### config.mk
export PLATFORM = sky130hd
export DESIGN_NAME = piso_shift_tx
export DESIGN_NICKNAME = d
export VERILOG_FILES = /design/src/rtl/piso_shift_tx.sv
export SDC_FILE = /design/constraint.sdc
export NUM_CORES = 1
export LEC_CHECK = 0
export ABC_AREA = 1
export ABC_CLOCK_PERIOD_IN_PS = 2960
export CORE_MARGIN = 4
export CORE_UTILIZATION = 50
export DETAILED_ROUTE_END_ITERATION = 16
export DONT_BUFFER_PORTS = 1
export PLACE_DENSITY = 0.76
export SYNTH_ARGS = -nofsm -noshare
export SYNTH_HDL_FRONTEND = slang
export SYNTH_SLANG_ARGS = --single-unit
### constraint.sdc
create_clock -name clk -period 2.96 [get_ports clk]
set_input_delay 0.592 -clock clk [delete_from_list [all_inputs] [get_ports clk]]
set_output_delay 0.592 -clock clk [all_outputs]
set_load 0.03 [all_outputs]
### src/rtl/piso_shift_tx.sv
// Parallel-in serial-out frame transmitter with clock enable and asynchronous clear.
// Optional macro PISO_SHIFT_PARITY_EN appends one even-parity bit after the data bits.
module piso_shift_tx #(
  parameter int unsigned WIDTH     = 8,
  parameter int unsigned MSB_FIRST = 1
) (
  input  logic             clk,
  input  logic             clr,
  input  logic             en,
  input  logic             load,
  input  logic [WIDTH-1:0] din,
  output logic             q,
  output logic             busy,
  output logic             done
);

  localparam int unsigned CNT_W = $clog2(WIDTH + 1);
  localparam logic [CNT_W-1:0] CNT_LAST = CNT_W'(WIDTH);
  localparam logic [CNT_W-1:0] CNT_ONE  = CNT_W'(1);

`ifdef PISO_SHIFT_PARITY_EN
  typedef enum logic [1:0] {
    IDLE  = 2'd0,
    SHIFT = 2'd1,
    PAR   = 2'd2,
    DONE  = 2'd3
  } state_t;
`else
  typedef enum logic [1:0] {
    IDLE  = 2'd0,
    SHIFT = 2'd1,
    DONE  = 2'd3
  } state_t;
`endif

  state_t           state, state_d;
  logic [WIDTH-1:0] sreg, sreg_d;
  logic [CNT_W-1:0] cnt, cnt_d;
  logic             q_d, busy_d, done_d;
`ifdef PISO_SHIFT_PARITY_EN
  logic             par, par_d;
`endif

  // The bit leaving next always sits at the output end of the shift register.
  function automatic logic head(input logic [WIDTH-1:0] v);
    return (MSB_FIRST != 0) ? v[WIDTH-1] : v[0];
  endfunction

  function automatic logic [WIDTH-1:0] advance(input logic [WIDTH-1:0] v);
    return (MSB_FIRST != 0) ? (v << 1) : (v >> 1);
  endfunction

  always_comb begin
    // NOTE: every next value defaults to the current one before the case, so no latch can be inferred.
    state_d = state;
    sreg_d  = sreg;
    cnt_d   = cnt;
    q_d     = q;
    busy_d  = busy;
    done_d  = done;
`ifdef PISO_SHIFT_PARITY_EN
    par_d   = par;
`endif

    case (state)
      IDLE: begin
        q_d    = 1'b0;
        busy_d = 1'b0;
        done_d = 1'b0;
        if (load) begin
          q_d     = head(din);
          sreg_d  = advance(din);
          cnt_d   = CNT_ONE;
          busy_d  = 1'b1;
          state_d = SHIFT;
`ifdef PISO_SHIFT_PARITY_EN
          par_d   = ^din;
`endif
        end
      end

      SHIFT: begin
        if (cnt < CNT_LAST) begin
          q_d    = head(sreg);
          sreg_d = advance(sreg);
          cnt_d  = cnt + CNT_ONE;
        end else begin
`ifdef PISO_SHIFT_PARITY_EN
          q_d     = par;
          state_d = PAR;
`else
          q_d     = 1'b0;
          done_d  = 1'b1;
          state_d = DONE;
`endif
        end
      end

`ifdef PISO_SHIFT_PARITY_EN
      PAR: begin
        q_d     = 1'b0;
        done_d  = 1'b1;
        state_d = DONE;
      end
`endif

      DONE: begin
        q_d     = 1'b0;
        busy_d  = 1'b0;
        done_d  = 1'b0;
        cnt_d   = '0;
        sreg_d  = '0;
        state_d = IDLE;
      end

      default: begin
        q_d     = 1'b0;
        busy_d  = 1'b0;
        done_d  = 1'b0;
        cnt_d   = '0;
        sreg_d  = '0;
        state_d = IDLE;
      end
    endcase
  end

  // Clear aborts any frame at once; en=0 freezes everything, including a done pulse.
  always_ff @(posedge clk or posedge clr) begin
    if (clr) begin
      // NOTE: the shift register is a plain register, not a memory, so it is cleared with the rest of the state.
      state <= IDLE;
      sreg  <= '0;
      cnt   <= '0;
      q     <= 1'b0;
      busy  <= 1'b0;
      done  <= 1'b0;
`ifdef PISO_SHIFT_PARITY_EN
      par   <= 1'b0;
`endif
    end else if (en) begin
      // NOTE: non-blocking assignments so every register samples the pre-edge values.
      state <= state_d;
      sreg  <= sreg_d;
      cnt   <= cnt_d;
      q     <= q_d;
      busy  <= busy_d;
      done  <= done_d;
`ifdef PISO_SHIFT_PARITY_EN
      par   <= par_d;
`endif
    end
  end

endmodule

**Word-level counts from Yosys, hierarchy flattened**

Cells that the tools add are included.
Widths: inputs -> output; s select.

- Word-level logic and storage cells: 34
- Register bits: 17
- Output and inout port bits: 3
- Memory bits (read-only): 0
- Latch bits: 0
- Input bits: 12
- Bits in writable memories: 0
- Memories: 0

- Multiply operators: 0
- Shift operators: 0
- Equal/unequal tests: 4
- Divide/modulo/power cells: 0
- Add/subtract/negate cells: 1
- Bitwise logic cells: 1
- Reductions and logical operators: 5
- Mux-type cells: 16
- Magnitude comparators: 1

Operator list:

| cell | number |
|---|---|
| $mux 8 | 2 |
| $pmux 8 s2 | 1 |
| $mux 4 | 2 |
| $pmux 4 s2 | 1 |
| $ne 2x2->1 const B | 3 |
| $reduce_and 3->1 | 2 |
| $mux 1 | 5 |
| $add 4x1->4 const B | 1 |
| $lt 4x4->1 const B | 1 |
| $mux 2 | 2 |
| $pmux 1 s2 | 2 |
| $pmux 2 s2 | 1 |
| $reduce_and 2->1 | 2 |
| $eq 2x1->1 const B | 1 |
| $logic_not 2->1 | 1 |
| $not 1->1 | 1 |

**Longest topological paths before layout**

- Word-level depth: 3
- Gate-level depth with buffers: 7
- Gate-level depth less buffers: 6

**Worst setup path after synthesis**

No wires, ideal clock.

- Path type: input to register
- From: input port en
- To: register cnt[0]
- Slack: 1,781 ps
- Buffers on the path: 1
- Arrival: 1,114 ps
- Library setup time: 65 ps
- Stages: 5
- Required time: 2,895 ps
- Cell sequence: buf_2 > nand2_2 > nor2_4 > nand2_1 > nand2_1

- Word-level cells in the longest chain between the ends: 1

RTL lines:

| what | line | text |
|---|---|---|
| from (decl) | 9 | `input logic en,` |
| $reduce_and 3->1 (no line) | n/a |  |
| to (signal assigned) | 144 | `cnt <= cnt_d;` |
| to (decl) | 38 | `logic [CNT_W-1:0] cnt, cnt_d;` |

No other way between the ends.
A chain may end at the register's enable or synchronous reset.

**Worst setup path after layout**

- From: register busy
- To: output port busy

RTL lines:

| what | line | text |
|---|---|---|
| from (decl) | 13 | `output logic busy,` |
| from (signal assigned) | 146 | `busy <= busy_d;` |

No word-level cell between the ends.

==> metrics.md <==
| Metric | Value |
|---|---|
| Total area of multi-input combinational cells | 378 um2 |
| Initial Utilization | 0.537 |
| Pin slew with the least headroom to its limit | 0.595 ns |
| Gp weighted congestion | 0.814 |
| Final net count | 125 |
| FF/Latch Area | 400 um2 |
| Count of pins on the block boundary | 15 |
| Mapped Area | 818 um2 |
| Maximum clock skew at final layout | 0.00824 ns |
| Distinct cells, synth | 18 |
| Overall routed net length | 1550 um |
| Number of cells traversed by the worst register-to-register path | 6 |
| Top cells by count, synth | nand2_1, dfrtp_1, inv_1 |
| Total number of clock tree sinks | 16 |
| Filler cell count | 163 |
| RR Startpoint | state[0]$_DFFE_PP0P_ |
| Count of hold-fix buffers inserted at cts | 0 |
| Cell count after synthesis | 109 |
| Via count of the first global-routing pass | 678 |
| Total internal power | 0.000447 W |
| Library cell used as clock root buffer | clkbuf_4 |
| Net count after synthesis | 122 |
| Share of final-layout standard cells stronger than drive strength 1 | 0.108 |
| Horiz. Die Dim | 48.5 um |
| Largest cells by area after synthesis | dfrtp_1, nand2_1, nand3_1 |
| Maximum number of pins on one net before global-route repair | 17 |
| Clock slew seen by the registers of the worst setup and hold paths | 0.09 ns |
| GR Layer Usage met1 | 0.167 |
| Top cell type by total area after synthesis | dfrtp_1 |
| Global-route wire length before repair | 2740 um |
| Overall die area | 2350 um2 |
| Final antenna-violating net count | 0 |
| Inserted Clock Buffers | 3 |
| Type of destination of the critical path | output pin |
| Post-CTS Setup Repair Bufs | 0 |
| Overflow after GRT | 0 |
| DR WL/cell | 12.2 um |
| Detailed Routing Iterations Pass 1 | 4 |
| Share of flip-flops with an asynchronous set or reset after synthesis | 1.00 |
| Post-synthesis sequential element count | 16 |
| Port Buffer Count | 0 |
| Worst voltage drop across the vdd grid | 0.451 mV |
| Most congested layer reported by global routing | met2 |
| Signed area change from the synthesized netlist to the final layout | 5.66% |
| Number of vias in the routed layout | 676 |
| Share of Yosys cell area claimed by the top area cell type | 0.489 |
| Number of buffers on the longest clock path | 2 |
| Global routing usage on met3 | 0.0644 |
| Height of the chip | 48.5 um |
| Count of flip-flops with a built-in enable after synthesis | 0 |
| Reg-to-Reg End | sreg[7]$_DFFE_PP0P_ |
| CTS-repair resized insts | 0 |
| Status | finished clean |
| Mean instance size in the synthesized netlist | 7.51 um2 |
| Final min period | 1.41 ns |
| Later-pin clock latency in the skew report | 0.29 ns |
| Final Max Tran Viols | 0 |
| Final Setup Violations | 0 |
| # DRC | 0 |
| Clock tree from TritonCTS | yes |
| Antenna diode count | 0 |
| Sequential fraction of the synthesis area | 0.489 |
| Launching element type of the critical path | register |
| Drt first-iter violations | 20 |
| Cell Rows | 14 |
| Total negative slack | 0 ns |
| Leak pwr | 0.491 nW |
| Area of the core | 1520 um2 |
| Sw Ratio | 0.383 |
| Clk network pwr share | 0.195 |
| Post-detailed-placement half-perimeter wirelength | 1180 um |
| Peak Freq | 711 MHz |
| Switching component of the power | 0.000278 W |
| Share of the clock period used by the worst path after layout | 0.475 |
| Unrepaired setup endpoints after global routing | no |
| Final hold vios | 0 |
| Power density of the placed cells | 839 nW/um2 |
| FF-to-FF setup slack | 1.68 ns |
| Final design instance area without fill | 865 um2 |
| Synthesis Warnings | 0 |
| Via/cell ratio | 5.32 |
| Critical-path maximum fanout | 2 |
| Most frequently used cell type in the post-synthesis netlist | nand2_1 |
| Worst max-slew margin expressed relative to the limit | 0.603 |
| Global-route track usage on met2 | 0.241 |
| Placement Cell Area | 828 um2 |
| Worst path arrival time | 0.81 ns |
| Number of maximum-capacitance violations | 0 |
| Initial antenna violation count | 0 |
| Number of H-tree branching levels | 1 |
| Class of the most critical setup path | register to output pin |
| Combinational power share | 0.281 |
| Kind of path behind the tightest hold check | input pin to asynchronous set/reset pin |
| Primary flip-flop cell chosen by synthesis mapping | dfrtp_1 |
| Reg power frac | 0.524 |
| Total global-route track usage | 0.143 |
| Required @ worst endpoint | 2.37 ns |
per-layer routing:
metal / vias up / wire length, um
met5: - / 0
met4: 0 / 7
met2: 22 / 757
met3: 2 / 131
met1: 315 / 657
li1: 337 / -
power groups by stage:
stage	clock [W]	combinational, W	sequential [W]
after global placement	0	0.000200	0.000382
after detailed placement	0	0.000205	0.000385
after global routing	0.000155	0.000241	0.000389
after floorplan	0	0.000181	0.000361
final	0.000142	0.000204	0.000380
after CTS	0.000146	0.000207	0.000380
worst max-delay path by stage:
stage,from,to,cells after the start
CTS,done$_DFFE_PP0P_,done,0
finish,busy$_DFFE_PP0P_,busy,0
global route,done$_DFFE_PP0P_,done,0
floorplan,en,cnt[0]$_DFFE_PP0P_,5
detailed placement,state[0]$_DFFE_PP0P_,sreg[1]$_DFFE_PP0P_,6
global placement,state[0]$_DFFE_PP0P_,sreg[5]$_DFFE_PP0P_,6
registers in the layout, indices dropped and copies added (netlist names):
name and flops:
sreg 7, cnt 4, state 2, busy 1, done 1, q 1
cells by family (layout without fill, tap and decap cells):
group,count (synthesis),count (layout),synth area share
compound gates,5,5,0.0306
xor+xnor,1,1,0.0107
fa+ha+maj,1,1,0.0153
buf+inv,10,12,0.0489
flops,16,16,0.489
simple gates,76,76,0.405
final cells by class:
type                       instances  area share
sequential                        16       0.463
multi-input combinational         83       0.437
clock buffer                       4      0.0420
inverter                           8      0.0347
tap                               16      0.0232
metrics by stage:
stage	setup WS (ns)	hold WS (ns)	power, W	instances	utilization
after floorplan	1.78	0.449	0.000542	109	-
after global placement	1.71	0.469	0.000581	123	0.544
after detailed placement	1.70	0.471	0.000589	123	0.544
after CTS	1.54	0.270	0.000733	127	0.567
after global routing	1.51	0.294	0.000785	127	0.567
final	1.55	0.245	0.000725	127	0.567
cells in the final DEF, fill, tap and decap left out:
cell type	count
nand2_1	60
nand3_1	5
nor3b_1	1
nand2_4	1
ha_1	1
inv_1	6
nor2_2	1
o21ai_0	2
xnor2_1	1
nand3_2	1
nand4_1	1
nand2_2	1
clkbuf_4	3
dfrtp_1	16
a21oi_1	3
inv_2	2
nor2_1	3
nor2_4	2
clkbuf_8	1
Power figures use the tool's default switching activity.
==> RTL edit (same settings) <==
Add a define of `PISO_SHIFT_PARITY_EN`.
--- a/src/rtl/piso_shift_tx.sv
+++ b/src/rtl/piso_shift_tx.sv
@@ -1,4 +1,6 @@
 // Parallel-in serial-out frame transmitter with clock enable and asynchronous clear.
 // Optional macro PISO_SHIFT_PARITY_EN appends one even-parity bit after the data bits.
+`define PISO_SHIFT_PARITY_EN
+
 module piso_shift_tx #(
   parameter int unsigned WIDTH     = 8,
Behaviour: not the same (a bounded check fails within 10 cycles, from zero or initial values).
==> RTL edit against the unedited design <==
Critical path depth grew 6. Worst setup slack worse by 130 ps. Synthesized cell count is 40% higher. Synthesized area up 35%. Routed wire length up 30%. Sequential cell count up 1. Cell area grew 33%. Clock power is 9.9% lower. Cell count is 43% higher. Combinational power grew to 2.6 times the old value. Via count increased by 36%. Power is 50% higher.
==> RTL edit: results (changes against the unedited design) <==
metric	value	unit	change
status	finished clean		
ir_drop	0.589	mV	+31%
fillers	199		+22%
layout-drive-gt1-share	7.74	%	-3.1 points
synth_area_leaders	dfrtp_1 38%, nand2_1 19%, inv_1 9.5%		
clock_path_buffers	2		unchanged
syn_inst	153		+40%
async_flop_share	100	%	unchanged
via_per_inst	5.04		-5.2%
synth_compound_area_share	16.0	%	+13 points
nets	174		+39%
preCtsSetupSlack	1420	ps	-280 ps
grt.total_usage	16.0	%	+1.7 points
slowest_delay	430	ps	
yosysSeqAreaShare	38.4	%	-11 points
synthXorXnorAreaFrac	1.58	%	+0.51 points
p_leak	0.640	nW	+30%
synth-adder-area-share	6.77	%	+5.2 points
drtIter0Drc	15		-25%
design_area	1150	sq um	+33%
place.gp.congestion	0.788		-3.2%
yosysWarnings	0		unchanged
numCtsBuffers	3		unchanged
grt_max_degree	18		+1
wl	2020	um	+30%
cp_max_fo	8		+6
max_slew_margin	56.9	%	-3.4 points
synth_cell_types	22		+4
synth_common_cells	55 x nand2_1, 28 x inv_1, 17 x dfrtp_1		
grt_pass1_wl	3500	um	+28%
skew	5.74	ps	-2.49 ps
crit_arrival	1740	ps	+930 ps
hpwl	1600	um	+35%
final_cells	182		+43%
path_clk_slew	110	ps	+20 ps
grt_pass1_vias	857		+26%
==> RTL edit: worst max-delay path, delay by kind of cell (launching register included) <==
family / cells / cell delay (ps)
DFF: 1 / 430
and+or+nand+nor: 2 / 390
AOI/OAI and AO/OA: 2 / 210
adders and majority gates: 1 / 310
buffers and inverters: 1 / 110
==> RTL edit: final cells by class <==
cell class | count | area share, %
tap | 27 | 2.94
multi-input combinational | 105 | 47.8
clock buffer | 3 | 1.96
sequential | 17 | 37.0
clock inverter | 1 | 0.435
inverter | 29 | 9.90
==> RTL edit: logic make-up after synthesis <==
| family | Yosys count |
|---|---|
| XOR/XNOR | 2 |
| buffers and inverters | 31 |
| AND/OR/NAND/NOR | 69 |
| AO/OA/AOI/OAI | 28 |
| flip-flops | 17 |
| adder cells (fa/ha/maj) | 6 |
==> RTL edit: worst paths after layout <==
kind	from	end	slack [ps]	cells past startpoint
worst max register to register	state[1]	cnt[0]	1420	6
max in group asynchronous	clr	q	2290	1
worst max-delay path	state[1]	cnt[0]	1420	6
min in group clk	din[7]	q	440	2
worst min register to register	par	par	500	2
worst min-delay path	clr	cnt[2]	250	1
==> RTL edit: layer usage <==
metal  wire length (um)  track usage, %  part of all wire (%)  vias up
li1                   -               -                     -      484
met1                970            19.6                    48      415
met2                934            26.4                    46       14
met3                 81            3.75                   4.0        5
met4                 32            7.69                   1.6        0
met5                  0               0                     0        -
==> RTL edit: power breakdown <==
group	switching [mW]	total, mW	internal (mW)
clock	0.0775	0.128	0.0504
sequential	0.0975	0.429	0.332
combinational	0.342	0.533	0.191
total	0.517	1.09	0.573
